[src/rtl/keypad_scan_ctrl_if.sv]
// rtl/keypad_scan_ctrl_if.sv - keypad pins and key event/display signals
interface keypad_scan_ctrl_if;
  logic [3:0] c;
  logic [3:0] r;
  logic       key_valid;
  logic [3:0] key_code;
  logic [3:0] digit_new;
  logic [3:0] digit_old;

  // controller side
  modport slave (input c, output r, key_valid, key_code, digit_new, digit_old);
  // keypad / consumer side
  modport master (output c, input r, key_valid, key_code, digit_new, digit_old);
endinterface

[src/rtl/keypad_scan_ctrl.sv]
// rtl/keypad_scan_ctrl.sv - 4x4 keypad scanner/debouncer, optional KEYPAD_SCAN_AUTOREPEAT_EN
module keypad_scan_ctrl #(
  parameter int SCAN_DIV     = 1000,
  parameter int DEB_TICKS    = 20,
  parameter int REPEAT_TICKS = 500
) (
  input  logic               clk,
  input  logic               resetInv,
  keypad_scan_ctrl_if.slave  bus
);

  localparam int CW = (SCAN_DIV > 2) ? $clog2(SCAN_DIV) : 1;
  localparam int DW = $clog2(DEB_TICKS + 1);
  localparam logic [CW-1:0] CNT_LAST = CW'(SCAN_DIV - 1);
  localparam logic [DW-1:0] DEB_LAST = DW'(DEB_TICKS);

  localparam logic [1:0] S_SCAN    = 2'd0;
  localparam logic [1:0] S_DEBOUNCE = 2'd1;
  localparam logic [1:0] S_HELD    = 2'd2;
  localparam logic [1:0] S_RELEASE = 2'd3;

  logic [3:0]    c_s1, cs;
  logic [CW-1:0] cnt;
  logic          tick;
  logic [1:0]    state;
  logic [1:0]    row, col, low_col;
  logic [DW-1:0] deb, deb_nxt;
  logic          col_high;
  logic          kv;
  logic [3:0]    code, dnew, dold;

  // hex value printed on the key at a given row/column
  function automatic logic [3:0] keymap(input logic [1:0] rw, input logic [1:0] cl);
    case ({rw, cl})
      4'h0: keymap = 4'h1;  4'h1: keymap = 4'h2;  4'h2: keymap = 4'h3;  4'h3: keymap = 4'hA;
      4'h4: keymap = 4'h4;  4'h5: keymap = 4'h5;  4'h6: keymap = 4'h6;  4'h7: keymap = 4'hB;
      4'h8: keymap = 4'h7;  4'h9: keymap = 4'h8;  4'hA: keymap = 4'h9;  4'hB: keymap = 4'hC;
      4'hC: keymap = 4'hE;  4'hD: keymap = 4'h0;  4'hE: keymap = 4'hF;  default: keymap = 4'hD;
    endcase
  endfunction

  // two-flop synchronizer on the raw columns; idle level is all-high
  always_ff @(posedge clk or negedge resetInv) begin
    if (!resetInv) begin
      c_s1 <= 4'hF;
      cs   <= 4'hF;
    end else begin
      c_s1 <= bus.c;
      cs   <= c_s1;
    end
  end

  // scan tick divider
  always_ff @(posedge clk or negedge resetInv) begin
    if (!resetInv) cnt <= '0;
    else           cnt <= (cnt == CNT_LAST) ? '0 : cnt + 1'b1;
  end

  assign tick     = (cnt == CNT_LAST);
  assign col_high = cs[col];
  assign deb_nxt  = (deb == DEB_LAST) ? deb : deb + 1'b1;

  // lowest-index pulled-low column wins when several are low
  always_comb begin
    low_col = 2'd3;
    if      (!cs[0]) low_col = 2'd0;
    else if (!cs[1]) low_col = 2'd1;
    else if (!cs[2]) low_col = 2'd2;
  end

`ifdef KEYPAD_SCAN_AUTOREPEAT_EN
  localparam int RW = $clog2(REPEAT_TICKS + 1);
  localparam logic [RW-1:0] REP_LAST = RW'(REPEAT_TICKS);
  logic [RW-1:0] rep;
`endif

  // scan/debounce sequencer; every transition waits for a tick
  always_ff @(posedge clk or negedge resetInv) begin
    if (!resetInv) begin
      state <= S_SCAN;
      row   <= 2'd0;
      col   <= 2'd0;
      deb   <= '0;
      kv    <= 1'b0;
      code  <= 4'h0;
      dnew  <= 4'h0;
      dold  <= 4'h0;
`ifdef KEYPAD_SCAN_AUTOREPEAT_EN
      rep   <= '0;
`endif
    end else begin
      kv <= 1'b0;
      if (tick) begin
        case (state)
          S_SCAN: begin
            if (cs == 4'hF) begin
              row <= row + 1'b1;
            end else begin
              col <= low_col;
              if (DEB_TICKS == 1) begin
                kv    <= 1'b1;
                code  <= keymap(row, low_col);
                dnew  <= keymap(row, low_col);
                dold  <= dnew;
                state <= S_HELD;
              end else begin
                deb   <= DW'(1);
                state <= S_DEBOUNCE;
              end
            end
          end
          S_DEBOUNCE: begin
            if (!col_high) begin
              deb <= deb_nxt;
              if (deb_nxt == DEB_LAST) begin
                kv    <= 1'b1;
                code  <= keymap(row, col);
                dnew  <= keymap(row, col);
                dold  <= dnew;
                state <= S_HELD;
              end
            end else begin
              row   <= row + 1'b1;
              state <= S_SCAN;
            end
          end
          S_HELD: begin
            if (col_high) begin
`ifdef KEYPAD_SCAN_AUTOREPEAT_EN
              rep <= '0;
`endif
              if (DEB_TICKS == 1) begin
                row   <= row + 1'b1;
                state <= S_SCAN;
              end else begin
                deb   <= DW'(1);
                state <= S_RELEASE;
              end
            end else begin
`ifdef KEYPAD_SCAN_AUTOREPEAT_EN
              if (rep + 1'b1 == REP_LAST) begin
                rep  <= '0;
                kv   <= 1'b1;
                dnew <= code;
                dold <= dnew;
              end else begin
                rep <= rep + 1'b1;
              end
`endif
            end
          end
          default: begin
            if (col_high) begin
              deb <= deb_nxt;
              if (deb_nxt == DEB_LAST) begin
                row   <= row + 1'b1;
                state <= S_SCAN;
              end
            end else begin
              state <= S_HELD;
            end
          end
        endcase
      end
    end
  end

  assign bus.r         = ~(4'b0001 << row);
  assign bus.key_valid = kv;
  assign bus.key_code  = code;
  assign bus.digit_new = dnew;
  assign bus.digit_old = dold;

endmodule

[src/flat_wrapper.sv]
// flat-port wrapper written by rule: the top's interface ports become plain ports
module keypad_scan_ctrl_flat 
#(
  parameter int SCAN_DIV     = 1000,
  parameter int DEB_TICKS    = 20,
  parameter int REPEAT_TICKS = 500
)
  (clk, resetInv, bus_c, bus_r, bus_key_valid, bus_key_code, bus_digit_new, bus_digit_old);
  keypad_scan_ctrl_if bus_i ();
  input  logic clk;
  input  logic resetInv;
  input wire logic [$bits(bus_i.c)-1:0] bus_c;
  output wire logic [$bits(bus_i.r)-1:0] bus_r;
  output wire logic [$bits(bus_i.key_valid)-1:0] bus_key_valid;
  output wire logic [$bits(bus_i.key_code)-1:0] bus_key_code;
  output wire logic [$bits(bus_i.digit_new)-1:0] bus_digit_new;
  output wire logic [$bits(bus_i.digit_old)-1:0] bus_digit_old;
  assign bus_i.c = bus_c;
  assign bus_r = bus_i.r;
  assign bus_key_valid = bus_i.key_valid;
  assign bus_key_code = bus_i.key_code;
  assign bus_digit_new = bus_i.digit_new;
  assign bus_digit_old = bus_i.digit_old;
  keypad_scan_ctrl #(.SCAN_DIV(SCAN_DIV), .DEB_TICKS(DEB_TICKS), .REPEAT_TICKS(REPEAT_TICKS)) u_core (.clk(clk), .resetInv(resetInv), .bus(bus_i));
endmodule
[config.mk]
export PLATFORM = sky130hd
export DESIGN_NAME = keypad_scan_ctrl_flat
export DESIGN_NICKNAME = d
export VERILOG_FILES = /design/src/rtl/keypad_scan_ctrl_if.sv /design/src/rtl/keypad_scan_ctrl.sv /design/src/flat_wrapper.sv
export SDC_FILE = /design/constraint.sdc
export NUM_CORES = 1
export LEC_CHECK = 0
export ABC_AREA = 1
export ABC_CLOCK_PERIOD_IN_PS = 1950
export CELL_PAD_IN_SITES_DETAIL_PLACEMENT = 1
export CELL_PAD_IN_SITES_GLOBAL_PLACEMENT = 1
export CORE_ASPECT_RATIO = 1.1
export CORE_MARGIN = 5
export CORE_UTILIZATION = 42
export DETAILED_ROUTE_END_ITERATION = 8
export MAX_ROUTING_LAYER = met4
export PLACE_DENSITY_LB_ADDON = 0.1
export SLEW_MARGIN = 30
export SYNTH_ARGS = -nofsm -noshare
export SYNTH_HDL_FRONTEND = slang
export SYNTH_SLANG_ARGS = --single-unit
export TNS_END_PERCENT = 1
[constraint.sdc]
create_clock -name clk -period 1.95 [get_ports clk]
set_clock_uncertainty 0.15 [all_clocks]
set_input_delay 0.2925 -clock clk [delete_from_list [all_inputs] [get_ports clk]]
set_output_delay 0.2925 -clock clk [all_outputs]
set_load 0.02 [all_outputs]
==> impl_metrics.env, run 1 <==
export IMPL_synth_cell_types=33
export IMPL_drt_vias_per_instance=4.96
export IMPL_ys_warn_count=0
export IMPL_netlist_area_leader_share=0.359
export IMPL_place_gp_congestion=0.817
export IMPL_portBuffers=22
export IMPL_grt_pass1_vias=1791
export IMPL_post_route_period_util=0.977
export IMPL_dp_cells=330
export IMPL_n_antenna_cell=0
export IMPL_initial_core_util=0.424
export IMPL_wl_per_cell_um=13.0
export IMPL_clk_pin_slew_ps=80
export IMPL_rsz0062_at_grt="true"
export IMPL_post_layout_nonfiller_instances=344
export IMPL_track_usage=0.154
export IMPL_placed_cell_area_um2=2420
export IMPL_syn_avg_cell_area_um2=8.53
export IMPL_antenna_found_initial=0
export IMPL_cts_tree="done"
export IMPL_dieArea_um2=6490
export IMPL_drcViolationCount=0
export IMPL_tightest_slew_ps=386
export IMPL_cts_root_buf="clkbuf_8"
export IMPL_grt_pass1_wl_um=7980
export IMPL_ys_seq_elements=38
export IMPL_place_worst_setup_slack_ps=-48.9
export IMPL_cts_sinks=38
export IMPL_fin_ws_ps=43.9
export IMPL_core_area_um2=4930
export IMPL_drv_slew=0
export IMPL_drtPass1Iterations=4
export IMPL_cts_max_level=2
export IMPL_synth_area_um2=2090
export IMPL_period_needed_ps=1910
export IMPL_timing_final_hold_violations=0
export IMPL_synth_top_cell_by_area="dfrtp_1"
export IMPL_p_leak_nw=1.27
export IMPL_powerDensity_nw_per_um2=581
export IMPL_r2r_slack_ps=40
export IMPL_holdPathStages=0
export IMPL_outcome="finished clean"
export IMPL_drive_gt1_frac=0.252
export IMPL_worstPathRequired_ps=1990
export IMPL_die_h_um=84.0
export IMPL_vdd_drop_max_mv=0.328
export IMPL_start_kind="register"
export IMPL_drtAntennaViolNets=0
export IMPL_fp_dieW_um=77.3
export IMPL_min_path_type="register to register"
export IMPL_postSynthCellCount=245
export IMPL_cp_arrival_ps=1950
export IMPL_crit_fanout=5
export IMPL_vias=1706
export IMPL_slew_headroom=0.743
export IMPL_fmax_mhz=525
export IMPL_grt_start_max_net_pins=24
export IMPL_finalSetupViolCount=0
export IMPL_rows=27
export IMPL_clk_path_buf_depth=2
export IMPL_first_iter_violations=72
export IMPL_yosysSeqAreaShare=0.460
export IMPL_cap_violations=0
export IMPL_syn2layout_area_growth_pct=26.2
export IMPL_r2r_cells=10
export IMPL_io_pins=23
export IMPL_cts_made_buffers=5
export IMPL_end_kind="register"
export IMPL_final_area_um2=2640
export IMPL_syn_nets=263
export IMPL_clock_latency_ps=300
export IMPL_grt_overflow_total=0
export IMPL_synth_area_leaders="dfrtp_1 36%, dfstp_2 10%, nand2_1 9.0%"
export IMPL_wl_um=4480
export IMPL_path_class="register to register"
export IMPL_final_nets=303
export IMPL_hpwlAfterDp_um=3390
-- cell usage in the layout (no fill, tap or decap), types with 8 or more instances in the layout --
cell type         n
buf_4            15
clkdlybuf4s50_1  17
dfrtp_1          29
dfstp_2           8
ha_1             11
inv_1            35
nand2_1          49
nand3_1          13
nor2_1           13
o21ai_0          15
-- sequential cells by signal, summed over array words and instances, names as in the netlist, named ones only --
name,cells
u_core.bus.digit_new,4
u_core.bus.digit_old,4
u_core.bus.key_valid,1
u_core.c_s1,4
u_core.cnt,10
u_core.col,2
u_core.cs,4
u_core.deb,5
u_core.row,2
u_core.state,1
-- logic make-up (layout without fill, tap and decap cells) --
logic type,Yosys count,count (layout),synth area share
adders and majority gates,12,12,0.0719
DFF,38,38,0.460
AOI/OAI and AO/OA,33,33,0.0922
and+or+nand+nor,110,110,0.259
xor gates and xnor gates,3,3,0.0126
muxes,1,1,0.00479
buffers and inverters,48,89,0.100
-- per-layer routing --
| layer | vias up | GRT usage | part of all wire | wire length, um |
|---|---|---|---|---|
| met2 | 27 | 0.259 | 0.50 | 2240 |
| met4 | 0 | 0.0578 | 0.024 | 106 |
| met5 | - | - | 0 | 0 |
| li1 | 858 | - | - | - |
| met3 | 11 | 0.0313 | 0.039 | 173 |
| met1 | 810 | 0.179 | 0.44 | 1950 |
-- timing repair --
| item | CTS | global route |
|---|---|---|
| buffers inserted | 0 | 5 |
| setup endpoints to repair | 12 | 19 |
| hold buffers | 1 | 0 |
| resized for setup | 6 | 17 |
| pin swaps | 0 | 5 |
| hold endpoints to repair | 13 | 0 |
-- final cells by class --
cell class	count	area, um2
Clock buffer	5	68.8
Clock inverter	3	45.0
Fill cell	597	2290
Inverter	42	163
Multi-Input combinational cell	159	973
Sequential cell	38	962
Tap cell	58	72.6
Timing Repair Buffer	39	353
-- through the flow --
step                total power, mW  utilization  TNS [ps]  hold slack [ps]
finish                         1.53        0.535         0              207
global route                   1.61        0.535     -1250              216
CTS                            1.56        0.516         0              209
detailed placement            0.863        0.491      -187             91.2
global placement              0.862        0.491         0             86.3
floorplan                     0.830            -         0             -153
-- synth_stat cells --
cell type and n:
nand4_2 2, nand2_4 2, o21bai_1 1, nand3_1 15
nor2_1 16, nor4_1 2, dfrtp_1 30, inv_4 1
dfstp_2 8, ha_1 12, o211ai_1 1, xor2_1 3
buf_4 5, nand4_1 5, nand2_2 5, and2_4 1
and3_1 1, nor2_2 1, a21oi_1 6, nand2_1 50
mux2i_1 1, nor3_4 1, inv_2 4, nor3_1 5
o21ai_0 18, buf_6 1, o22ai_1 1, o21ai_2 4
or2_2 2, a21oi_2 1, nand3_2 2, inv_1 37
o31ai_1 1
-- path summary, 6_finish.rpt --
| path | from | end |
|---|---|---|
| max | u_core.deb[0]$_DFFE_PN0P_ | u_core.row[0]$_DFFE_PN0P_ |
| max in group asynchronous | resetInv | u_core.cs[3]$_DFF_PN1_ |
| max reg2reg | u_core.deb[0]$_DFFE_PN0P_ | u_core.row[0]$_DFFE_PN0P_ |
| min | u_core.c_s1[0]$_DFF_PN1_ | u_core.cs[0]$_DFF_PN1_ |
| min reg2reg | u_core.c_s1[0]$_DFF_PN1_ | u_core.cs[0]$_DFF_PN1_ |
| min in group asynchronous | resetInv | u_core.deb[2]$_DFFE_PN0P_ |
-- where the power goes --
group | internal, mW | leakage, nW | total [mW] | switching, mW
Sequential | 0.802 | 0.487 | 0.807 | 0.00471
Combinational | 0.0165 | 0.737 | 0.0402 | 0.0237
Clock | 0.381 | 0.0504 | 0.686 | 0.305
-- critical path, stage by stage (launching register included) --
cell     delay (ps)
dfrtp_1         440
inv_2            90
ha_1            140
inv_1            40
nor2_2          130
nand2_2         110
a21oi_2         150
nand4_2         130
nand2_1         140
nand3_2         110
xor2_1          160
Power figures use the tool's default switching activity.
==> run 2: changes to the inputs <==
--- a/config.mk
+++ b/config.mk
@@ -7,6 +7,7 @@
 export LEC_CHECK = 0
 export ABC_AREA = 1
 export ABC_CLOCK_PERIOD_IN_PS = 1950
+export CAP_MARGIN = 5
 export CELL_PAD_IN_SITES_DETAIL_PLACEMENT = 1
 export CELL_PAD_IN_SITES_GLOBAL_PLACEMENT = 1
 export CORE_ASPECT_RATIO = 1.1
==> results of run 2 <==
No change in the layout: final DEF, timing and power equal those of run 1.
==> run 3: changes to the inputs <==
--- a/config.mk
+++ b/config.mk
@@ -6,13 +6,13 @@
 export NUM_CORES = 1
 export LEC_CHECK = 0
 export ABC_AREA = 1
-export ABC_CLOCK_PERIOD_IN_PS = 1950
+export ABC_CLOCK_PERIOD_IN_PS = 2200
 export CAP_MARGIN = 5
 export CELL_PAD_IN_SITES_DETAIL_PLACEMENT = 1
 export CELL_PAD_IN_SITES_GLOBAL_PLACEMENT = 1
 export CORE_ASPECT_RATIO = 1.1
-export CORE_MARGIN = 5
-export CORE_UTILIZATION = 42
+export CORE_MARGIN = 1
+export CORE_UTILIZATION = 45
 export DETAILED_ROUTE_END_ITERATION = 8
 export MAX_ROUTING_LAYER = met4
 export PLACE_DENSITY_LB_ADDON = 0.1
==> constraint.sdc (replaced) <==
create_clock -name clk -period 2.2 [get_ports clk]
set_clock_uncertainty 0.15 [all_clocks]
set_input_delay 0.33 -clock clk [delete_from_list [all_inputs] [get_ports clk]]
set_output_delay 0.33 -clock clk [all_outputs]
set_load 0.02 [all_outputs]
==> impl_metrics.env, run 3 (synthesized netlist as in run 1, its figures left out) <==
export IMPL_end_kind="primary output"
export IMPL_final_area_um2=2460
export IMPL_layout_commonest_cell="nand2_1"
export IMPL_rows=25
export IMPL_crit_path_cell_trace="ha_1, inv_1, clkdlybuf4s50_1"
export IMPL_worstPathRequired_ps=1720
export IMPL_die_h_um=73.5
export IMPL_place_worst_setup_slack_ps=195
export IMPL_largest_register_ffs=10
export IMPL_cts_max_level=2
export IMPL_largest_register="u_core.cnt"
export IMPL_fin_ws_ps=109
export IMPL_slowest_stage="clkdlybuf4s50_1"
export IMPL_post_cts_repair_setup_buffers=0
export IMPL_initial_core_util=0.477
export IMPL_vias=1670
export IMPL_slew_headroom=0.675
export IMPL_grt_pass1_vias=1642
export IMPL_multi_input_area_um2=920
export IMPL_cp_arrival_ps=1610
export IMPL_setup_tns_ps=0
export IMPL_crit_fanout=9
export IMPL_timing_final_hold_violations=0
export IMPL_critPathTopFamily="buffers and inverters"
export IMPL_vdd_drop_max_mv=0.312
export IMPL_grt_busiest_layer="met2"
export IMPL_track_usage=0.212
export IMPL_seq_area_um2=963
export IMPL_grt_use_met1=0.264
export IMPL_first_iter_violations=42
export IMPL_period_needed_ps=2090
export IMPL_start_kind="register"
export IMPL_grt_start_max_net_pins=39
export IMPL_dieArea_um2=4920
export IMPL_io_pins=23
export IMPL_fill_cells=541
export IMPL_path_class="register to primary output"
export IMPL_crit_buf_inv=2
export IMPL_post_route_period_util=0.950
export IMPL_clock_latency_ps=290
export IMPL_drcViolationCount=0
export IMPL_drtPass1Iterations=4
export IMPL_antenna_found_initial=0
export IMPL_wl_per_cell_um=13.4
export IMPL_layout_common_cells="50 x nand2_1, 37 x inv_1, 28 x dfrtp_1"
export IMPL_cap_violations=0
export IMPL_cts_tree="done"
export IMPL_syn2layout_area_growth_pct=17.8
export IMPL_clk_pin_slew_ps=80
export IMPL_place_gp_congestion=0.853
export IMPL_drtAntennaViolNets=0
export IMPL_clk_path_buf_depth=2
export IMPL_reg_top3="u_core.cnt x10, u_core.deb x5"
export IMPL_finalSetupViolCount=0
export IMPL_p_leak_nw=1.24
export IMPL_portBuffers=22
export IMPL_outcome="finished clean"
export IMPL_hpwlAfterDp_um=3360
export IMPL_drt_vias_per_instance=5.11
export IMPL_met3_usage=0.0419
export IMPL_cts_root_buf="clkbuf_8"
export IMPL_fp_dieW_um=67.0
export IMPL_grt_pass1_wl_um=7570
export IMPL_grt_overflow_total=0
export IMPL_cts_made_buffers=5
export IMPL_wl_um=4390
export IMPL_placed_cell_area_um2=2350
export IMPL_n_antenna_cell=0
export IMPL_slowest_delay_ps=590
export IMPL_drv_slew=0
export IMPL_fmax_mhz=478
export IMPL_min_path_type="register to register"
export IMPL_cts_sinks=38
export IMPL_final_nets=290
export IMPL_core_area_um2=4380
export IMPL_drive_gt1_frac=0.176
export IMPL_powerDensity_nw_per_um2=509
export IMPL_tightest_slew_ps=487
export IMPL_rsz0062_at_grt="false"
export IMPL_grtUsageMet2=0.351
run 3: changes by cell type in the layout (fill, tap and decap cells not counted), sizes merged:
cell / before / now
dlygate4sd2: 4 / 0
dlymetal6s2s: 0 / 3
buf: 17 / 4
clkinvlp: 2 / 1
clkbuf: 5 / 6
bufinv: 1 / 0
clkinv: 0 / 1
clkdlybuf4s50: 17 / 18
run 3: worst paths after layout:
path | from | end | slack (ps) | cells past startpoint
min reg2reg | u_core.c_s1[0]$_DFF_PN1_ | u_core.cs[0]$_DFF_PN1_ | 210 | 0
max in group asynchronous | resetInv | u_core.row[1]$_DFFE_PN0P_ | 1070 | 3
min in group asynchronous | resetInv | u_core.bus.digit_old[2]$_DFFE_PN0P_ | 460 | 3
min | u_core.c_s1[0]$_DFF_PN1_ | u_core.cs[0]$_DFF_PN1_ | 210 | 0
max | u_core.row[0]$_DFFE_PN0P_ | bus_r[3] | 110 | 3
max reg2reg | u_core.deb[0]$_DFFE_PN0P_ | register | 210 | 12
run 3: routing by layer:
| metal | up-vias | wire [um] |
|---|---|---|
| li1 | 832 | - |
| met1 | 813 | 2050 |
| met2 | 20 | 2190 |
| met3 | 5 | 103 |
| met4 | 0 | 48 |
| met5 | - | 0 |
run 3: where the power goes:
group / total (mW) / internal [mW] / switching (mW)
clock network: 0.504 / 0.252 / 0.252
logic: 0.0331 / 0.0122 / 0.0208
registers: 0.716 / 0.711 / 0.00486
total: 1.25 / 0.976 / 0.278
run 3: layout make-up:
type                       instances  area share
tap                               54      0.0275
timing repair buffer              26       0.104
multi-input combinational        159       0.374
clock inverter                     2     0.00508
clock buffer                       6      0.0336
sequential                        38       0.391
inverter                          42      0.0651
run 3: what timing repair did:
item	in CTS	in global routing
endpoints found under the setup margin	3	3
cloned	0	0
endpoints found under the hold margin	30	0
hold buffers	1	0
resized for setup	2	3
run 3: per-stage QoR:
stage | power (mW) | cells | util | hold slack (ps)
after global placement | 0.761 | 318 | 0.536 | 196
after global routing | 1.30 | 327 | 0.562 | 215
final | 1.25 | 327 | 0.562 | 210
after floorplan | 0.735 | 245 | - | -116
after detailed placement | 0.763 | 318 | 0.536 | 201
after CTS | 1.27 | 327 | 0.560 | 212
